--- src/rtl/arm_instr_encoder_pkg.sv ---
// Shared definitions for the ARMv4 instruction encoder: family numbers,
// field widths and the request payload carried from the input port to the packer.
package arm_instr_encoder_pkg;

  localparam int unsigned WORD_W  = 32;
  localparam int unsigned BODY_W  = 28;
  localparam int unsigned FNUM_W  = 4;
  localparam int unsigned REG_W   = 4;
  localparam int unsigned PUBWL_W = 5;
  localparam int unsigned SHIMM_W = 5;
  localparam int unsigned IMM_W   = 24;

  // Family numbers shared with the decoder
  localparam logic [FNUM_W-1:0] F_DPI  = 4'd0;   // data processing, immediate
  localparam logic [FNUM_W-1:0] F_DPR  = 4'd1;   // data processing, shift by immediate
  localparam logic [FNUM_W-1:0] F_DPRS = 4'd2;   // data processing, shift by register
  localparam logic [FNUM_W-1:0] F_MUL  = 4'd3;   // MUL/MLA
  localparam logic [FNUM_W-1:0] F_MULL = 4'd4;   // UMULL/SMULL/UMLAL/SMLAL
  localparam logic [FNUM_W-1:0] F_MRS  = 4'd5;   // MRS
  localparam logic [FNUM_W-1:0] F_MSRI = 4'd6;   // MSR immediate
  localparam logic [FNUM_W-1:0] F_MSRR = 4'd7;   // MSR register
  localparam logic [FNUM_W-1:0] F_LSI  = 4'd8;   // LDR/STR immediate offset
  localparam logic [FNUM_W-1:0] F_LSR  = 4'd9;   // LDR/STR register offset
  localparam logic [FNUM_W-1:0] F_LSHI = 4'd10;  // halfword/signed, immediate offset
  localparam logic [FNUM_W-1:0] F_LSHR = 4'd11;  // halfword/signed, register offset
  localparam logic [FNUM_W-1:0] F_SWP  = 4'd12;  // SWP/SWPB
  localparam logic [FNUM_W-1:0] F_LDM  = 4'd13;  // LDM/STM
  localparam logic [FNUM_W-1:0] F_BR   = 4'd14;  // B/BL
  localparam logic [FNUM_W-1:0] F_UND  = 4'd15;  // architecturally undefined

  localparam logic [BODY_W-1:0] UND_BODY = 28'h600_0010;

  typedef struct packed {
    logic [FNUM_W-1:0]  fnum;
    logic [3:0]         cond;
    logic [3:0]         op;
    logic               s;
    logic [PUBWL_W-1:0] pubwl;
    logic [REG_W-1:0]   rn;
    logic [REG_W-1:0]   rd;
    logic [REG_W-1:0]   rs;
    logic [REG_W-1:0]   rm;
    logic [1:0]         sh;
    logic [SHIMM_W-1:0] shimm;
    logic [IMM_W-1:0]   imm;
  } enc_req_t;

endpackage

--- src/rtl/arm_instr_pack.sv ---
// Combinational field packer: builds the instruction word for a request and
// flags field combinations whose encoding would alias a different family.
module arm_instr_pack
  import arm_instr_encoder_pkg::*;
(
  input  enc_req_t           req,
  output logic [WORD_W-1:0]  ir_c,
  output logic               err_c
);

  logic [BODY_W-1:0] body;
  logic              dp_family;
  logic              hw_family;

  always_comb begin
    body = UND_BODY;
    unique case (req.fnum)
      F_DPI:  body = {3'b001, req.op, req.s, req.rn, req.rd, req.imm[11:0]};
      F_DPR:  body = {3'b000, req.op, req.s, req.rn, req.rd, req.shimm, req.sh, 1'b0, req.rm};
      F_DPRS: body = {3'b000, req.op, req.s, req.rn, req.rd, req.rs, 1'b0, req.sh, 1'b1, req.rm};
      F_MUL:  body = {6'b000000, req.op[0], req.s, req.rd, req.rn, req.rs, 4'b1001, req.rm};
      F_MULL: body = {5'b00001, req.op[1], req.op[0], req.s, req.rd, req.rn, req.rs,
                      4'b1001, req.rm};
      F_MRS:  body = {5'b00010, req.op[0], 2'b00, 4'hF, req.rd, 12'h000};
      F_MSRI: body = {5'b00110, req.op[0], 2'b10, req.rn, 4'hF, req.imm[11:0]};
      F_MSRR: body = {5'b00010, req.op[0], 2'b10, req.rn, 4'hF, 8'h00, req.rm};
      F_LSI:  body = {3'b010, req.pubwl, req.rn, req.rd, req.imm[11:0]};
      F_LSR:  body = {3'b011, req.pubwl, req.rn, req.rd, req.shimm, req.sh, 1'b0, req.rm};
      // Halfword forms reuse the B position as the immediate/register selector
      F_LSHI: body = {3'b000, req.pubwl[4:3], 1'b1, req.pubwl[1:0], req.rn, req.rd,
                      req.imm[7:4], 1'b1, req.sh, 1'b1, req.imm[3:0]};
      F_LSHR: body = {3'b000, req.pubwl[4:3], 1'b0, req.pubwl[1:0], req.rn, req.rd,
                      4'h0, 1'b1, req.sh, 1'b1, req.rm};
      F_SWP:  body = {5'b00010, req.op[0], 2'b00, req.rn, req.rd, 4'h0, 4'b1001, req.rm};
      F_LDM:  body = {3'b100, req.pubwl[4:3], req.s, req.pubwl[1:0], req.rn, req.imm[15:0]};
      F_BR:   body = {3'b101, req.pubwl[0], req.imm};
      default: body = UND_BODY;
    endcase
  end

  assign dp_family = (req.fnum == F_DPI) || (req.fnum == F_DPR) || (req.fnum == F_DPRS);
  assign hw_family = (req.fnum == F_LSHI) || (req.fnum == F_LSHR);

  // TST/TEQ/CMP/CMN without S collide with MRS/MSR/SWP; SH=00 collides with SWP/MUL
  assign err_c = (dp_family && (req.op[3:2] == 2'b10) && !req.s)
              || (hw_family && (req.sh == 2'b00))
              || ((req.fnum == F_LDM) && (req.imm[15:0] == 16'h0000));

  assign ir_c = {req.cond, body};

endmodule

--- src/rtl/arm_instr_encoder.sv ---
// Streaming instruction encoder: packs each accepted request and buffers the
// resulting words in a two-entry FIFO, counting words and erroneous words popped.
module arm_instr_encoder
  import arm_instr_encoder_pkg::*;
#(
  parameter int unsigned DEPTH = 2
) (
  input  logic                clk,
  input  logic                rst,
  input  logic                in_valid,
  output logic                in_ready,
  input  logic [FNUM_W-1:0]   in_fnum,
  input  logic [3:0]          in_cond,
  input  logic [3:0]          in_op,
  input  logic                in_s,
  input  logic [PUBWL_W-1:0]  in_pubwl,
  input  logic [REG_W-1:0]    in_rn,
  input  logic [REG_W-1:0]    in_rd,
  input  logic [REG_W-1:0]    in_rs,
  input  logic [REG_W-1:0]    in_rm,
  input  logic [1:0]          in_sh,
  input  logic [SHIMM_W-1:0]  in_shimm,
  input  logic [IMM_W-1:0]    in_imm,
  output logic                out_valid,
  input  logic                out_ready,
  output logic [WORD_W-1:0]   out_ir,
  output logic                out_err,
  output logic [15:0]         instr_count,
  output logic [7:0]          err_count
);

  localparam int unsigned CNT_W = 2;

  enc_req_t           req;
  logic [WORD_W-1:0]  ir_c;
  logic               err_c;
  logic [WORD_W-1:0]  fifo_ir  [DEPTH];
  logic               fifo_err [DEPTH];
  logic               wr_ptr;
  logic               rd_ptr;
  logic [CNT_W-1:0]   count;
  logic               push;
  logic               pop;

  always_comb begin
    req       = '0;
    req.fnum  = in_fnum;
    req.cond  = in_cond;
    req.op    = in_op;
    req.s     = in_s;
    req.pubwl = in_pubwl;
    req.rn    = in_rn;
    req.rd    = in_rd;
    req.rs    = in_rs;
    req.rm    = in_rm;
    req.sh    = in_sh;
    req.shimm = in_shimm;
    req.imm   = in_imm;
  end

  arm_instr_pack u_pack (
    .req   (req),
    .ir_c  (ir_c),
    .err_c (err_c)
  );

  // A full FIFO can still accept when the head is leaving this cycle
  assign out_valid = (count != '0);
  assign in_ready  = (count < CNT_W'(DEPTH)) || out_ready;
  assign push      = in_valid && in_ready;
  assign pop       = out_valid && out_ready;
  assign out_ir    = fifo_ir[rd_ptr];
  assign out_err   = fifo_err[rd_ptr];

  always_ff @(posedge clk or posedge rst) begin
    if (rst) begin
      wr_ptr <= 1'b0;
      rd_ptr <= 1'b0;
      count  <= '0;
      for (int i = 0; i < int'(DEPTH); i++) begin
        fifo_ir[i]  <= '0;
        fifo_err[i] <= 1'b0;
      end
    end else begin
      if (push) begin
        fifo_ir[wr_ptr]  <= ir_c;
        fifo_err[wr_ptr] <= err_c;
        wr_ptr           <= ~wr_ptr;
      end
      if (pop) begin
        rd_ptr <= ~rd_ptr;
      end
      if (push && !pop) begin
        count <= count + CNT_W'(1);
      end else if (pop && !push) begin
        count <= count - CNT_W'(1);
      end
    end
  end

  // Pop statistics; error count saturates rather than wrapping
  always_ff @(posedge clk or posedge rst) begin
    if (rst) begin
      instr_count <= '0;
      err_count   <= '0;
    end else if (pop) begin
      instr_count <= instr_count + 16'd1;
      if (out_err && (err_count != 8'hFF)) begin
        err_count <= err_count + 8'd1;
      end
    end
  end

endmodule

--- config.mk ---
export PLATFORM = sky130hd
export DESIGN_NAME = arm_instr_encoder
export DESIGN_NICKNAME = d
export VERILOG_FILES = /design/src/rtl/arm_instr_encoder_pkg.sv /design/src/rtl/arm_instr_pack.sv /design/src/rtl/arm_instr_encoder.sv
export SDC_FILE = /design/constraint.sdc
export NUM_CORES = 1
export LEC_CHECK = 0
export CAP_MARGIN = 20
export CORE_ASPECT_RATIO = 0.8
export CORE_MARGIN = 2
export CORE_UTILIZATION = 55
export CTS_CLUSTER_SIZE = 20
export DETAILED_ROUTE_END_ITERATION = 10
export GPL_ROUTABILITY_DRIVEN = 0
export HOLD_SLACK_MARGIN = 0.06
export PLACE_DENSITY_LB_ADDON = 0.25
export RECOVER_POWER = 25
export SLEW_MARGIN = 20
export SYNTH_ARGS = -nofsm -noshare
export SYNTH_HDL_FRONTEND = slang
export SYNTH_SLANG_ARGS = --single-unit
--- constraint.sdc ---
create_clock -name clk -period 6.3 [get_ports clk]
set_input_delay 1.26 -clock clk [delete_from_list [all_inputs] [get_ports clk]]
set_output_delay 1.26 -clock clk [all_outputs]
set_load 0.01 [all_outputs]
Word level (Yosys, flattened, before mapping)
Index checks and enable logic that the tools add are counted.
Widths: inputs -> output; s select.

storage, ports and cells
  register bits after elaboration = 94
  input port bits = 69
  output and inout bits = 59
  logic and storage cells = 77

cells by class
  $add $sub $neg = 4
  order comparisons = 4
  eq/ne operators = 16
  multiplexer cells = 15
  bitwise logic cells = 4
  reductions and logical operators = 25

operators with widths
  kind                   number
  $pmux 28 s15           1
  $mux 32                4
  $bwmux 64              1
  $demux 32 s1           1
  $eq 4x4->1 const B     7
  $add 16x1->16 const B  1
  $eq 4x3->1 const B     4
  $logic_not 16->1       1
  $logic_and 1x1->1      10
  $add 8x1->8 const B    1
  $eq 4x2->1 const B     2
  $ne 8x8->1 const B     1
  $logic_or 1x1->1       6
  $eq 4x1->1 const B     1
  $ge 2x2->1 const B     2
  $logic_not 4->1        1
  $mux 1                 4
  $mux 2                 2
  $not 1->2              2
  $reduce_bool 2->1      2
  $logic_not 1->1        3
  $add 2x1->2 const B    1
  $bwmux 2               1
  $eq 2x2->1 const B     1
  other kinds (7)        8

Depth between registers and ports, before layout
  depth after elaboration = 8
  mapped depth = 7
  gate-level depth less buffers = 6

By module
From an unflattened synthesis, not the netlist that was laid out.

second synthesis, totals
  cell total of the unflattened synthesis = 478
  area, all modules = 5,417.7 um^2

modules (own cells, without submodules)
  module             instances  cells an instance  area each (um^2)  seq. area each (um^2)
  arm_instr_encoder  1          288                4,199.0           2,352.3
  arm_instr_pack     1          190                1,218.7           0.0

Least setup slack after synthesis
Ideal clock, no wire load.

  kind = input-to-output
  start point = input port out_ready
  end point = output port in_ready
  arrival time = 1.517 ns
  required time = 5.040 ns
  path slack = 3.523 ns
  stages on the path = 2
  buffers on the path = 1
  cells stage by stage = nand2b_1 -> buf_2

between the ends
  longest elaborated chain between the ends = 1

RTL lines
  item              line                     text
  from (decl)       arm_instr_encoder.sv:25  input logic out_ready,
  $logic_or 1x1->1  arm_instr_encoder.sv:69  assign in_ready = (count < CNT_W'(DEPTH)) || out_ready;
  to (decl)         arm_instr_encoder.sv:11  output logic in_ready,

No other way between the ends.

Worst setup path in the final report
Ends and elaborated chain as after synthesis.

==> results.py <==
metrics = {
    "pwr": {
        "power.combinational.fraction": 0.444,
        "intPower_w": 0.00184,
        "power_switching_w": 0.000936,
        "leakagePower_nw": 2.91,
        "seq_power_share": 0.359,
        "pwr_density_cell_nw_per_um2": 393,
        "max-vdd-ir-drop_v": 0.000247,
        "power_switching_share": 0.337,
        "clockPowerShare": 0.197,
    },
    "routing": {
        "detailedRoute.firstIterationViolations": 416,
        "detail_route.wirelength_um": 15100,
        "average_routed_wire_per_standard_cell_um": 18.4,
        "drc_errors": 0,
        "drtPass1Iterations": 5,
        "vias": 4950,
        "final_antenna_net_count": 0,
        "avgViaCountPerCell": 6.01,
    },
    "yosys": {
        "synth.most_common_cell": "sky130_fd_sc_hd__dfrtp_1",
        "async_flop_share": 1.00,
        "ys_seq_elements": 94,
        "synth_common_cells": "sky130_fd_sc_hd__dfrtp_1, sky130_fd_sc_hd__nand2_1, sky130_fd_sc_hd__mux2_2, sky130_fd_sc_hd__o21ai_0, sky130_fd_sc_hd__nor2_1",
        "synth.top_cells.by_area": "sky130_fd_sc_hd__dfrtp_1, sky130_fd_sc_hd__mux2_2, sky130_fd_sc_hd__nand2_1",
        "synth_top_cell_by_area": "sky130_fd_sc_hd__dfrtp_1",
        "synth.yosys.seq_area_share": 0.428,
        "syn_area_per_cell_um2": 9.49,
        "ys_dominant_reg_cell": "sky130_fd_sc_hd__dfrtp_1",
        "synthesis.yosys.warnings": 0,
        "netlist-cell-type-count": 61,
        "yosysTopAreaCellShare": 0.428,
        "edff_count_synth": 0,
        "postSynthNetCount": 651,
        "syn-cell-area_um2": 5490,
        "synth_cells": 579,
    },
    "worst_setup_path": {
        "worstPathMaxFanout": 6,
        "cp-start-kind": "input port",
        "end_kind": "output pin",
        "critical_path_arrival_ns": 2.67,
        "worstSetupPathType": "input port to output pin",
        "reg2reg_depth": 3,
        "worst_ep_required_time_ns": 5.04,
    },
    "sta": {
        "setup-violations-final": 0,
        "final.setup.tns_ns": 0,
        "rsz0062_at_grt": "no",
        "min_setup_slack_post_route_ns": 2.37,
        "final_min_period_over_clock_period": 0.624,
        "setup_skew_ns": 0.00414,
        "timing.final.hold_violations": 0,
        "slew_viol_final": 63,
        "maxSlewHeadroom": -0.841,
        "max_freq_ghz": 0.254,
        "tightestPinTransition_ns": 2.75,
        "fin_crit_ns": 3.93,
    },
    "global_routing": {
        "antenna_found_initial": 0,
        "overflow_after_grt": 0,
        "globalRouteTotalUtil": 0.285,
        "grt_max_degree": 65,
        "grt_pass1_vias": 4715,
        "first_pass_grt_wire_length_um": 23900,
    },
    "status": {
        "outcome": "complete, but fails checks",
        "failed_checks": "max-capacitance violations, max-slew violations",
    },
    "clocking": {
        "cts_tree": "yes",
        "clk_pin_slew_worst_paths_ns": 0.06,
        "clk_root_buffer_cell": "sky130_fd_sc_hd__clkbuf_16",
        "cts_htree_levels": 3,
        "clock_insertion_delay_worst_skew_ns": 0.34,
        "cts_repair_resize_count": 0,
        "cts.hold.buffers_added": 0,
        "post_cts.repair.setup_buffers": 0,
        "clock-sinks": 94,
        "clock_tree.buffer_depth": 2,
        "cts_made_buffers": 9,
    },
    "final_layout": {
        "multi_input_gate_area_um2": 2900,
        "finalNetCount": 754,
        "layout.cell_area.non_filler_um2": 7070,
        "fill_cells": 734,
        "syn2layout_area_growth_pct": 28.7,
        "drive_above_1_share": 0.122,
        "area.sequential_um2": 2350,
        "antennaDiodeCount": 0,
    },
    "floorplan": {
        "ios": 128,
        "fp-row-count": 32,
        "start_util": 0.567,
        "die_width_um": 116,
        "core_area_um2": 9690,
        "die_height_um": 93.4,
        "design.die.area_um2": 10800,
    },
    "placement": {
        "numPortBuffers": 127,
        "placed_cell_area_um2": 6780,
        "dp_slack_ns": 2.17,
        "hpwlAfterDp_um": 10600,
    },
    "min_path": {
        "hold_class": "flop to flop",
        "hold_path_depth": 1,
    },
    "job": {
        "cap_viol_max_count": 1,
    },
}
[registers in the layout (all words and copies together), names as in the netlist]
signal / flops
instr_count: 16
fifo_ir: 64
err_count: 8
count: 2
rd_ptr: 1
wr_ptr: 1
fifo_err: 2
[layer usage]
layer,vias to the layer above,GRT usage,share of wire
li1,2327,-,-
met1,2352,0.389,0.43
met2,245,0.455,0.47
met3,26,0.0564,0.080
met4,0,0.0972,0.017
met5,-,0,0
[layout make-up]
type	count	share of cell area
flip-flops and latches	94	0.333
inverters	9	0.00495
clock inverters	5	0.00796
multi-input cells	434	0.410
well taps	136	0.0241
clock buffers	11	0.0343
repair buffers	134	0.186
[stage by stage]
step	instances	total power [W]	hold WS [ns]	util
after floorplan	579	0.00167	0.440	-
after global placement	807	0.00218	0.452	0.700
after detailed placement	807	0.00223	0.458	0.700
after CTS	823	0.00279	0.474	0.731
after global routing	823	0.00295	0.487	0.730
final	823	0.00278	0.468	0.730
[final timing paths]
path	start	to	slack, ns
min in group asynchronous	rst	instr_count[12]	2.14
max reg2reg	count[1]	fifo_ir[51]	4.30
min	instr_count[15]	instr_count[15]	0.47
min reg2reg	instr_count[15]	instr_count[15]	0.47
max in group asynchronous	rst	fifo_ir[6]	2.79
max	out_ready	in_ready	2.37
[cells in the final DEF (no fill, tap or decap), types with 7 or more instances in the layout]
cell type and count:
sky130_fd_sc_hd__dfrtp_1 94, sky130_fd_sc_hd__o211ai_1 8, sky130_fd_sc_hd__inv_1 7, sky130_fd_sc_hd__clkdlybuf4s50_1 123, sky130_fd_sc_hd__a221oi_1 8, sky130_fd_sc_hd__a221o_1 8
sky130_fd_sc_hd__clkbuf_16 9, sky130_fd_sc_hd__mux2_2 49, sky130_fd_sc_hd__xnor2_1 18, sky130_fd_sc_hd__nand2_1 78, sky130_fd_sc_hd__nor2_1 32, sky130_fd_sc_hd__xor2_1 9
sky130_fd_sc_hd__buf_4 7, sky130_fd_sc_hd__a31oi_1 12, sky130_fd_sc_hd__nor4_1 7, sky130_fd_sc_hd__a21oi_1 31, sky130_fd_sc_hd__nand3_1 10, sky130_fd_sc_hd__nand4_1 15
sky130_fd_sc_hd__nand4b_1 8, sky130_fd_sc_hd__nand2b_1 18, sky130_fd_sc_hd__and3_1 11, sky130_fd_sc_hd__nand3b_1 12, sky130_fd_sc_hd__o21ai_0 33
[worst max-delay path, cell delays in order]
cell	delay, ns
sky130_fd_sc_hd__dlygate4sd3_1	0.60
sky130_fd_sc_hd__nand2b_1	0.24
sky130_fd_sc_hd__clkdlybuf4s50_1	0.58
[power by group through the flow]
stage,registers (W),logic (W),clock network (W)
after floorplan,0.000970,0.000705,0
after CTS,0.000996,0.00124,0.000554
final,0.000997,0.00123,0.000548
after global routing,0.00103,0.00134,0.000578
after detailed placement,0.00100,0.00122,0
after global placement,0.000979,0.00120,0
[cells by family after synthesis]
| logic type | synth area share |
|---|---|
| flip-flops | 0.428 |
| adder cells (fa/ha/maj) | 0.00683 |
| AO/OA/AOI/OAI | 0.172 |
| AND/OR/NAND/NOR | 0.206 |
| XOR/XNOR | 0.0431 |
| multiplexers | 0.100 |
| buffers and inverters | 0.0433 |
Power figures use the tool's default switching activity.
